--- src/rtl/uart_rx.sv ---
// 8N1 UART receiver: samples each bit at mid-bit and emits the byte with a one-clock flag pulse.
// Optional stop-bit error reporting (frame_err port, WAIT_IDLE state) when UART_RX_FRAME_ERR_EN is defined.
module uart_rx #(
    parameter int unsigned MAX_CNT = 5208
) (
    input  logic       clk,
    input  logic       rst,
    input  logic       rx,
    output logic [7:0] data,
    output logic       flag
`ifdef UART_RX_FRAME_ERR_EN
    ,
    output logic       frame_err
`endif
);

    localparam int unsigned CNT_W = (MAX_CNT > 1) ? $clog2(MAX_CNT) : 1;
    localparam logic [CNT_W-1:0] CNT_LAST   = CNT_W'(MAX_CNT - 1);
    localparam logic [CNT_W-1:0] CNT_SAMPLE = CNT_W'(MAX_CNT / 2 - 1);

    typedef enum logic [2:0] {
        IDLE      = 3'd0,
        START     = 3'd1,
        DATA      = 3'd2,
        STOP      = 3'd3
`ifdef UART_RX_FRAME_ERR_EN
        ,
        WAIT_IDLE = 3'd4
`endif
    } state_t;

    state_t           state_q, state_d;
    logic [CNT_W-1:0] cnt_q, cnt_d;
    logic [2:0]       bit_q, bit_d;
    logic [7:0]       shift_q, shift_d;
    logic [7:0]       data_q, data_d;
    logic             flag_q, flag_d;
    logic             sync1_q, sync1_d;
    logic             sync2_q, sync2_d;
    logic             hist_q, hist_d;
    logic             sample;
`ifdef UART_RX_FRAME_ERR_EN
    logic             ferr_q, ferr_d;
`endif

    assign data = data_q;
    assign flag = flag_q;
`ifdef UART_RX_FRAME_ERR_EN
    assign frame_err = ferr_q;
`endif

    assign sample = (cnt_q == CNT_SAMPLE);

    // Next-state, datapath and output pulse computation
    always_comb begin
        sync1_d = rx;
        sync2_d = sync1_q;
        hist_d  = sync2_q;
        state_d = state_q;
        bit_d   = bit_q;
        shift_d = shift_q;
        data_d  = data_q;
        flag_d  = 1'b0;
`ifdef UART_RX_FRAME_ERR_EN
        ferr_d  = 1'b0;
`endif
        // Counter is held at zero in IDLE so a new frame always starts from a clean phase
        if (state_q == IDLE) begin
            cnt_d = '0;
        end else if (cnt_q == CNT_LAST) begin
            cnt_d = '0;
        end else begin
            cnt_d = cnt_q + CNT_W'(1);
        end

        case (state_q)
            IDLE: begin
                bit_d = 3'd0;
                if (hist_q && !sync2_q) begin
                    state_d = START;
                end
            end
            START: begin
                if (sample) begin
                    if (sync2_q) begin
                        state_d = IDLE;
                    end else begin
                        state_d = DATA;
                        bit_d   = 3'd0;
                    end
                end
            end
            DATA: begin
                if (sample) begin
                    shift_d = {sync2_q, shift_q[7:1]};
                    bit_d   = bit_q + 3'd1;
                    if (bit_q == 3'd7) begin
                        state_d = STOP;
                    end
                end
            end
            STOP: begin
                if (sample) begin
`ifdef UART_RX_FRAME_ERR_EN
                    if (sync2_q) begin
                        data_d  = shift_q;
                        flag_d  = 1'b1;
                        state_d = IDLE;
                    end else begin
                        ferr_d  = 1'b1;
                        state_d = WAIT_IDLE;
                    end
`else
                    data_d  = shift_q;
                    flag_d  = 1'b1;
                    state_d = IDLE;
`endif
                end
            end
`ifdef UART_RX_FRAME_ERR_EN
            WAIT_IDLE: begin
                if (sync2_q) begin
                    state_d = IDLE;
                end
            end
`endif
            default: begin
                state_d = IDLE;
            end
        endcase
    end

    always_ff @(posedge clk or posedge rst) begin
        if (rst) begin
            state_q <= IDLE;
            cnt_q   <= '0;
            bit_q   <= 3'd0;
            shift_q <= 8'h00;
            data_q  <= 8'h00;
            flag_q  <= 1'b0;
            sync1_q <= 1'b1;
            sync2_q <= 1'b1;
            hist_q  <= 1'b1;
`ifdef UART_RX_FRAME_ERR_EN
            ferr_q  <= 1'b0;
`endif
        end else begin
            state_q <= state_d;
            cnt_q   <= cnt_d;
            bit_q   <= bit_d;
            shift_q <= shift_d;
            data_q  <= data_d;
            flag_q  <= flag_d;
            sync1_q <= sync1_d;
            sync2_q <= sync2_d;
            hist_q  <= hist_d;
`ifdef UART_RX_FRAME_ERR_EN
            ferr_q  <= ferr_d;
`endif
        end
    end

endmodule

--- config.mk ---
export PLATFORM = sky130hd
export DESIGN_NAME = uart_rx
export DESIGN_NICKNAME = d
export VERILOG_FILES = /design/src/rtl/uart_rx.sv
export SDC_FILE = /design/constraint.sdc
export NUM_CORES = 1
export LEC_CHECK = 0
export BUFFER_PORTS_ARGS = -buffer_cell sky130_fd_sc_hd__buf_2
export CAP_MARGIN = 30
export CORE_AREA = 2 2 97 52
export DETAILED_ROUTE_END_ITERATION = 16
export DIE_AREA = 0 0 99 54
export PLACE_DENSITY = 0.65
export SYNTH_ARGS = -nofsm -noshare
export SYNTH_HDL_FRONTEND = slang
export SYNTH_SLANG_ARGS = --single-unit
export TNS_END_PERCENT = 100
--- constraint.sdc ---
create_clock -name clk -period 3.1 [get_ports clk]
set_input_delay 0.62 -clock clk [delete_from_list [all_inputs] [get_ports clk]]
set_output_delay 0.62 -clock clk [all_outputs]
set_load 0.03 [all_outputs]
==> results of run 1 <==
==> cells by family after synthesis <==
family / after synthesis
XOR/XNOR: 12
adder cells (fa/ha/maj): 3
flip-flops: 38
AND/OR/NAND/NOR: 49
multiplexers: 19
AO/OA/AOI/OAI: 4
buffers and inverters: 9
==> power groups by stage <==
stage | clock network, mW | registers (mW) | logic [mW]
final | 0.324 | 0.617 | 0.129
after global routing | 0.364 | 0.627 | 0.147
after CTS | 0.333 | 0.615 | 0.130
after detailed placement | 0 | 0.624 | 0.129
after global placement | 0 | 0.618 | 0.125
after floorplan | 0 | 0.592 | 0.121
==> final timing paths <==
| path | endpoint |
|---|---|
| max | data[7] |
| min | hist_d |
| max reg2reg | data[7] |
| min reg2reg | hist_d |
| max in group asynchronous | hist_d |
| min in group asynchronous | cnt_q[8] |
==> placed cells by master (no fill, tap or decap), drive strengths merged, types with 2 or more instances in the layout <==
master	instances
xor2	3
nor4	4
nand4	3
dfstp	3
xnor2	9
ha	3
mux2	17
clkbuf	6
buf	13
nand3	6
nand2	4
nor2	21
and3	2
nor3	3
dfrtp	35
clkinv	2
inv	5
mux2i	2
==> metal layers <==
layer / wire, um / up-vias / track usage
li1: - / 493 / -
met1: 1621 / 518 / 0.1846
met2: 1269 / 22 / 0.1734
met3: 165 / 4 / 0.04416
met4: 29 / 0 / 0.05479
met5: 0 / - / 0
==> cells in the mapped netlist, drive strengths merged <==
master  count  area [um2]
nand3       6       30.03
and3        2       12.51
o21ai       1       5.000
nor2       21       78.83
mux2i       2       20.02
mux2       17       251.5
nor3        3       26.28
dfrtp      35       875.8
or4         1       11.26
nor4bb      1       10.01
and3b       1       8.760
dfstp       3       78.83
or3         1       6.260
o22ai       1       6.260
ha          3       37.54
xor2        3       26.28
or4b        1       10.01
xnor2       9       78.83
nand2       4       15.01
inv         5       18.77
nor4        4       40.04
a21boi      1       7.510
clkbuf      2       7.510
nor3b       1       7.510
a21oi       1       5.000
buf         2       22.52
nand4       3       33.78
==> per-stage QoR <==
stage	hold WS [ns]	cells	setup WS [ns]
3_3_place_gp	0.3459	202	0.8460
3_5_place_dp	0.3472	203	0.8091
5_1_grt	0.3614	211	0.6886
6_report	0.3570	211	0.7932
4_1_cts	0.3572	211	0.7905
2_1_floorplan	0.3452	134	1.155
==> cell type report <==
class	instances	area [um2]	area share
clock buffer	6	72.57	0.03761
sequential	38	954.7	0.4948
multi-input combinational	87	728.2	0.3774
clock inverter	2	10.01	0.005188
inverter	5	18.77	0.009728
timing repair buffer	13	70.07	0.03632
tap	60	75.07	0.03891
==> sequential cells by signal, indices dropped and copies added, names as in the netlist <==
register / flops
sync1_q: 1
data: 8
cnt_q: 13
bit_q: 3
state_q: 2
hist_q: 1
shift_q: 8
flag: 1
hist_d: 1
==> worst max-delay path, delay by kind of cell, from the launching register on <==
kind          cells  cell delay [ns]
flops             1             0.45
mux               1             0.35
simple gates      3             1.39
==> results.md, run 1 <==
- Status: complete, no violations
- Core Area: between 0.004 and 0.005 mm2
- Die area: 0.005346 mm2
- Unrepaired setup endpoints after global routing: false
- Sequential power share: 0.577
- Cts bufs inserted: 5
- Gr usage total: 0.1281
- Root Buffer: clkbuf_8
- Cells along the critical path: or4_4, nor3_4, and3_1, mux2_4
- WL final: slightly above 3000 um
- Antenna violations before repair: 0
- Yosys reg bits: 38
- PwrDens: roughly 550 mW/mm2
- # diodes: 0
- Via density: roughly 4.9
- I/O pins: 12
- Compound-Gate Fraction of Synth Area: 0.01373
- Req. time, crit path: around 3.3 ns
- Synth Warn #: 0
- Switching share of power: 0.2962
- Final Cell Area: a little under 0.002 mm2
- Drt first pass iters: 5
- Hold Path Cell Cnt: 0
- CTS Hold Bufs: 0
- R2R cell count: 4
- DP HPWL: 2175 um
- Initial core utilization: 0.3751
- Simple-gate share of the synthesized area: 0.1676
- Clock share of power: 0.303
- Post-Synth XOR/XNOR Area: 0.06069
- Routed wire per std cell: 14.63 um
- NumNets Final: 156
- Worst Path Arrival: 2.48 ns
- Overall power: roughly 1.1 mW
- Reg2Reg Setup Slack: approximately 0.79 ns
- Critical path endpoint category: flip-flop
- Crit path launch: cnt_q[8]
- Largest net degree at the start of global routing: 39
- CTS sink cnt: 38
- Max Fclk: approximately 430 MHz
- CTS tree: yes
- Final Max Slew Viols: 0
- Clk slew on worst S/H paths: ~0.07 ns
- Final hold viol count: 0
- Layout cells sized above 1: 0.2848
- Sequential area share after synthesis: 0.5513
- Routability Congestion: a little over 0.9
- Syn nets: between 100 and 150
- Post-synthesis mux area share: 0.1568
- First DRT Iteration DRCs: 31
- Crit Reg-Reg Startpoint: cnt_q[8]
- P_sw: around 0.32 mW
- Post-synthesis instance total: around 130
- Combinational family with the most area after synthesis: simple AND/OR/NAND/NOR gates
- Max Buffers Root-to-Sink: 2
- Crit-path max cell delay: 0.59 ns
- Adder-Cell Fraction of Synth Area: 0.02168
- Startpoint types: flip-flop
- Final core utilization: 0.4179
- Chip width: a little under 100 um
- Final worst-path cycle share: 0.7441
- Fill cells: between 400 and 500
- Fin crit period: about 2.3 ns
- Post-CTS setup buffer count: 0
- Slowest-stage cell, CP: or4_4
- Final ANT Viol Nets: 0
- Clk_lat worst skew: a little under 0.3 ns
- Via count: just over 1,000
- Avg Inst Size Synth: between 10 and 15 um2
- Fin Setup TNS: 0 ns
- Htree depth: 2
- Netlist cell types: 31
- LEAKAGE: around 0.90 nW
- Hold_sp: sync1_q
- Vias in the first global route: 971
- P&R area growth vs syn: 11.42%
- Post_cts resized: 0
- Crit Path Max Fanout: 9
- Comb power frac: 0.121
- Number of max-cap violations: 0
- Post-route DRC: 0
- Clock Skews: approximately 0.0092 ns
- Worst hold-check path type: reg2reg
- Setup CP Type: reg2reg
- Int Pwr: around 0.75 mW
- Max_slew headroom: 0.5283
- Die H: roughly 54 um
- First-pass GRT wire length: between 4000 and 5000 um
- DP Area: between 0.0015 and 0.002 mm2
- Site Rows: 18
- Final setup fails: 0
- Area of the mapped netlist: 0.001732 mm2
- GRT overflow: 0
- Buffers on Ports: 11
- Actual slew at the worst max-slew pin: 0.7002 ns
- Peak VDD IR: 257.2 uV
(Power assumes the default switching activity.)
==> run 2: changes to the inputs <==
PLACE_DENSITY = 0.67   (was 0.65)
clock period = 2 ns   (was 3.1 ns; I/O delays follow)
==> results.md, run 2 (same netlist as run 1, synthesis figures left out) <==
- Worst hold-check path type: in2async
- NumNets Final: 168 (+7.7%)
- Startpoint types: flip-flop
- Final worst-path cycle share: 0.9865 (+0.2423)
- Max reg flops: 13 (unchanged)
- Site Rows: 18 (unchanged)
- I/O pins: 12 (unchanged)
- Overall power: 1.739 mW (+62%)
- Antenna violations before repair: 0 (unchanged)
- Comb power frac: 0.160 (+0.039)
- Unrepaired setup endpoints after global routing: true
- PwrDens: 843.5 mW/mm2 (+52%)
- CTS sink cnt: 38 (unchanged)
- Chip width: 99 um (unchanged)
- Switching share of power: 0.2813 (-0.01488)
- Die H: 54 um (unchanged)
- Buffers on Ports: 11 (unchanged)
- First-pass GRT wire length: 5195 um (+4.4%)
- LEAKAGE: 0.9685 nW (+7.6%)
- Cts bufs inserted: 5 (unchanged)
- Htree depth: 2 (unchanged)
- Drt first pass iters: 4 (-1)
- Actual slew at the worst max-slew pin: 0.5793 ns (-0.1209 ns)
- Die area: 0.005346 mm2 (unchanged)
- Number of max-cap violations: 0 (unchanged)
- First DRT Iteration DRCs: 68 (+120%)
- DP HPWL: 2154 um (-0.97%)
- Core Area: 0.004617 mm2 (unchanged)
- Max_slew headroom: 0.6097 (+0.08145)
- Final hold viol count: 0 (unchanged)
- Post-route DRC: 0 (unchanged)
- Final core utilization: 0.4466 (+0.02873)
- Routed wire per std cell: 13.77 um (-5.9%)
- Max Buffers Root-to-Sink: 2 (unchanged)
- Delay-heaviest family, CP: simple AND/OR/NAND/NOR gates
- WL final: 3070 um (-0.52%)
- Final ANT Viol Nets: 0 (unchanged)
- Req. time, crit path: 2.17 ns (-1.10 ns)
- Via count: 1,056 (+1.8%)
- Worst Path Arrival: 2.15 ns (-0.33 ns)
- Largest net degree at the start of global routing: 39 (unchanged)
- Most common cell after layout, fill and taps aside: dfrtp_1
- Setup CP Type: reg2reg
- P_sw: 0.4893 mW (+54%)
- Cells along the critical path: or4_4, nor3_4, and3b_2, buf_12, mux2_4
- Routability Congestion: 0.8725 (-5.5%)
- Initial core utilization: 0.3751 (unchanged)
- Peak VDD IR: 513.4 uV (+100%)
- Max Fclk: 506.8 MHz (+17%)
- Fin Setup TNS: 0 ns (unchanged)
- Slowest-stage cell, CP: or4_4
- Crit-path max cell delay: 0.56 ns (-0.03 ns)
- Fin crit period: 1.973 ns (-0.3339 ns)
- Crit Path Max Fanout: 8 (-1)
- Int Pwr: 1.250 mW (+66%)
- WP buf/inv: 1 (+1)
- Clk slew on worst S/H paths: 0.07 ns (about the same)
- Final Cell Area: 0.002062 mm2 (+6.9%)
- Layout cells sized above 1: 0.3497 (+0.06493)
- P&R area growth vs syn: 19.08%
- Critical path endpoint category: flip-flop
- Clock Skews: 0.008392 ns (-0.0008390 ns)
- Commonest non-fill, non-tap cells in the layout: dfrtp_1, nor2_1, mux2_4, buf_4, buf_2
- Sequential power share: 0.530 (-0.047)
- Clk_lat worst skew: 0.29 ns (about the same)
- DP Area: 0.001954 mm2 (+5.8%)
- Root Buffer: clkbuf_8
- CTS tree: yes
- Status: complete, no violations
- Final Max Slew Viols: 0 (unchanged)
- Via density: 4.735 (-3.6%)
- GRT overflow: 0 (unchanged)
- Vias in the first global route: 1,039 (+7.0%)
- Gr usage total: 0.1304 (+0.002279)
- Final setup fails: 0 (unchanged)
- Clock share of power: 0.309 (+0.006)
- Largest register by flop count: cnt_q
- Fin cells: 223 (+5.7%)
- Placed cells: 214 (+5.4%)
- # diodes: 0 (unchanged)
## run 2: timing repair
| item | CTS | global route |
|---|---|---|
| setup endpoints to repair | 0 | 18 |
| resized for setup | 0 | 3 |
| setup buffers | 0 | 1 |
| hold buffers | 0 | 0 |
## run 2: tightest hold or removal path, delay by kind of cell
kind	cells	cell delay, ns
buf+inv	3	0.53
## run 2: final cells by class
cell class,count,area [um2]
Fill cell,419,2555
Sequential cell,38,954.7
Multi-Input combinational cell,87,738.2
Timing Repair Buffer,25,185.2
Clock buffer,8,90.09
Tap cell,60,75.07
Inverter,5,18.77
## run 2: stage by stage
| stage | hold WS (ns) | worst slack (ns) |
|---|---|---|
| 2_1_floorplan | 0.3452 | 0.05487 |
| 3_3_place_gp | 0.3459 | 0.05927 |
| 3_5_place_dp | 0.3555 | 0.02544 |
| 4_1_cts | 0.2013 | 0.004042 |
| 5_1_grt | 0.2025 | -0.04232 |
| 6_report | 0.2019 | 0.02702 |
## run 2: power groups by stage
| stage | sequential (mW) | combinational (mW) | clock, mW |
|---|---|---|---|
| 2_1_floorplan | 0.918 | 0.188 | 0 |
| 3_3_place_gp | 0.930 | 0.271 | 0 |
| 3_5_place_dp | 0.932 | 0.281 | 0 |
| 4_1_cts | 0.920 | 0.280 | 0.555 |
| 5_1_grt | 0.934 | 0.317 | 0.592 |
| 6_report | 0.922 | 0.279 | 0.538 |
## run 2: final timing paths
| check | startpoint | endpoint | slack [ns] | cells after the start |
|---|---|---|---|---|
| max in group asynchronous | rst | hist_q | 1.44 | 3 |
| setup / recovery | cnt_q[10] | shift_q[6] | 0.03 | 5 |
| min in group clk | rx | sync1_q | 0.21 | 1 |
| hold reg to reg | sync1_q | hist_d | 0.35 | 0 |
| setup reg to reg | cnt_q[10] | shift_q[6] | 0.03 | 5 |
| hold / removal | rst | cnt_q[1] | 0.20 | 3 |
## run 2: per-layer routing
layer  track usage  wire [um]
met2        0.1633       1225
met5             0          0
met1        0.1977       1671
met3       0.04026        127
met4       0.06164         46
==> run 3: changes to the inputs <==
CELL_PAD_IN_SITES_DETAIL_PLACEMENT = 0   (was unset)
CELL_PAD_IN_SITES_GLOBAL_PLACEMENT = 1   (was unset)
PLACE_DENSITY = 0.77   (was 0.67)
==> results.md, run 3 (same netlist as run 1, synthesis figures left out) <==
- Status: complete, no violations
- Via count: 1,069 (+1.2%)
- Final setup fails: 0 (unchanged)
- Slowest-stage cell, CP: or4b_4
- Final worst-path cycle share: 0.9779 (-0.008571)
- Final hold viol count: 0 (unchanged)
- Delay-heaviest family, CP: simple AND/OR/NAND/NOR gates
- Buffers on Ports: 11 (unchanged)
- Hold_ws: 0.2070 ns (+0.005017 ns)
- Number of max-cap violations: 0 (unchanged)
- Die area: 0.005346 mm2 (unchanged)
- Fin Setup TNS: 0 ns (unchanged)
- Crit-path max cell delay: 0.57 ns (about the same)
- Drt first pass iters: 4 (unchanged)
- Chip width: 99 um (unchanged)
- Die H: 54 um (unchanged)
- Fin crit period: 1.956 ns (-0.01714 ns)
- Max_slew headroom: 0.6523 (+0.04255)
- Fill cells: 403 (-3.8%)
- WP buf/inv: 1 (unchanged)
- First-pass GRT wire length: 5119 um (-1.5%)
- P&R area growth vs syn: 21.17%
- Cts bufs inserted: 5 (unchanged)
- Clock Skews: 0.004712 ns (-0.003680 ns)
- Max reg flops: 13 (unchanged)
- Peak VDD IR: 353.3 uV (-31%)
- Gr usage total: 0.1304 (about the same)
- Largest register by flop count: cnt_q
- Hold Path Cell Cnt: 1
- I/O pins: 12 (unchanged)
- Largest net degree at the start of global routing: 39 (unchanged)
- Site Rows: 18 (unchanged)
- Pre-CTS WS: 0.02618 ns (+0.0007371 ns)
- CTS sink cnt: 38 (unchanged)
- Max Buffers Root-to-Sink: 2 (unchanged)
- Cells along the critical path: or4b_4, nor3_4, and3_1, buf_12, mux2_4
- Startpoint types: flip-flop
- PwrDens: 842.9 mW/mm2 (about the same)
- Final Max Slew Viols: 0 (unchanged)
- Stages on worst setup path: 5 (unchanged)
- Critical path endpoint category: flip-flop
- Unrepaired setup endpoints after global routing: true
- Actual slew at the worst max-slew pin: 0.5168 ns (-0.06247 ns)
- Most common cell after layout, fill and taps aside: dfrtp_1
- Setup CP Type: reg2reg
- CTS tree: yes
- Routed wire per std cell: 13.95 um (+1.3%)
- Root Buffer: clkbuf_8
- Clk slew on worst S/H paths: 0.07 ns (about the same)
- Worst Path Arrival: 2.13 ns (-0.02 ns)
- Routability Congestion: 0.8913 (+2.2%)
- Setup ws final: 0.04416 ns (+0.01714 ns)
- # diodes: 0 (unchanged)
- Layout cells sized above 1: 0.3772 (+0.02755)
- Clk_lat worst skew: 0.29 ns (about the same)
- DP HPWL: 2312 um (+7.3%)
- Post-route DRC: 0 (unchanged)
- Final ANT Viol Nets: 0 (unchanged)
- CTS Hold Bufs: 0 (unchanged)
- Worst hold-check path type: in2reg
- Max Fclk: 511.3 MHz (+0.88%)
- GRT overflow: 0 (unchanged)
- Antenna violations before repair: 0 (unchanged)
- WL final: 3166 um (+3.1%)
- Via density: 4.709 (-0.55%)
- Commonest non-fill, non-tap cells in the layout: dfrtp_1, nor2_1, mux2_4, buf_4, buf_2
- LEAKAGE: 1.000 nW (+3.3%)
- Req. time, crit path: 2.18 ns (about the same)
- NumNets Final: 172 (+2.4%)
- Initial core utilization: 0.3751 (unchanged)
- Htree depth: 2 (unchanged)
- Placed cells: 216 (+0.93%)
- Vias in the first global route: 1,036 (-0.29%)
- Crit Path Max Fanout: 9 (+1)
- First DRT Iteration DRCs: 41 (-40%)
- Fin cells: 227 (+1.8%)
- R2R cell count: 5 (unchanged)
- Core Area: 0.004617 mm2 (unchanged)
-- run 3: cell count changes in the layout (fill, tap and decap cells not counted) --
cell        before  now
buf_4           12   16
clkbuf_1         2    0
and3_1           1    2
and3_4           1    0
clkinv_2         0    1
clkinvlp_4       0    1
o22ai_1          1    0
o22ai_2          0    1
-- run 3: cell type report --
class,count,area [um2],share of cell area
repair buffers,29,215.2,0.1026
multi-input cells,87,739.5,0.3524
well taps,60,75.07,0.03578
clock buffers,6,82.58,0.03936
flip-flops and latches,38,954.7,0.4550
inverters,5,18.77,0.008945
clock inverters,2,12.51,0.005963
-- run 3: worst register-to-register path: stages, from the launching register on --
cell and delay [ns]:
dfrtp_1 0.39, or4b_4 0.57, nor3_4 0.22, and3_1 0.22, buf_12 0.15, mux2_4 0.30
-- run 3: metal layers --
layer,vias to the layer above,routed length (um),track usage
li1,520,-,-
met1,513,1669,0.1940
met2,31,1296,0.1723
met3,5,175,0.04416
met4,0,25,0.04795
met5,-,0,0
-- run 3: path summary, 6_finish.rpt --
check	startpoint	endpoint	slack [ns]
worst max-delay path	cnt_q[6]	data[3]	0.04
worst min-delay path	rx	sync1_q	0.21
worst max register to register	cnt_q[6]	data[3]	0.04
worst min register to register	sync1_q	hist_d	0.36
max in group asynchronous	rst	hist_q	1.43
min in group asynchronous	rst	data[7]	0.22
-- run 3: through the flow --
step	utilization	instance area, um2	total power, mW
2_1_floorplan	-	1732	1.106
3_3_place_gp	0.4266	1969	1.210
3_5_place_dp	0.4266	1969	1.223
4_1_cts	0.4472	2064	1.775
5_1_grt	0.4545	2098	1.870
6_report	0.4545	2098	1.769
-- run 3: repair_timing --
item                       CTS  global route
setup endpoints to repair    0            19
setup buffers                0             3
gates resized for setup      0             3
-- run 3: power by group --
group | internal (mW) | switching, mW | leakage [nW] | total (mW)
clock | 0.277 | 0.268 | 0.0472 | 0.545
combinational | 0.145 | 0.156 | 0.450 | 0.302
sequential | 0.843 | 0.0788 | 0.502 | 0.922
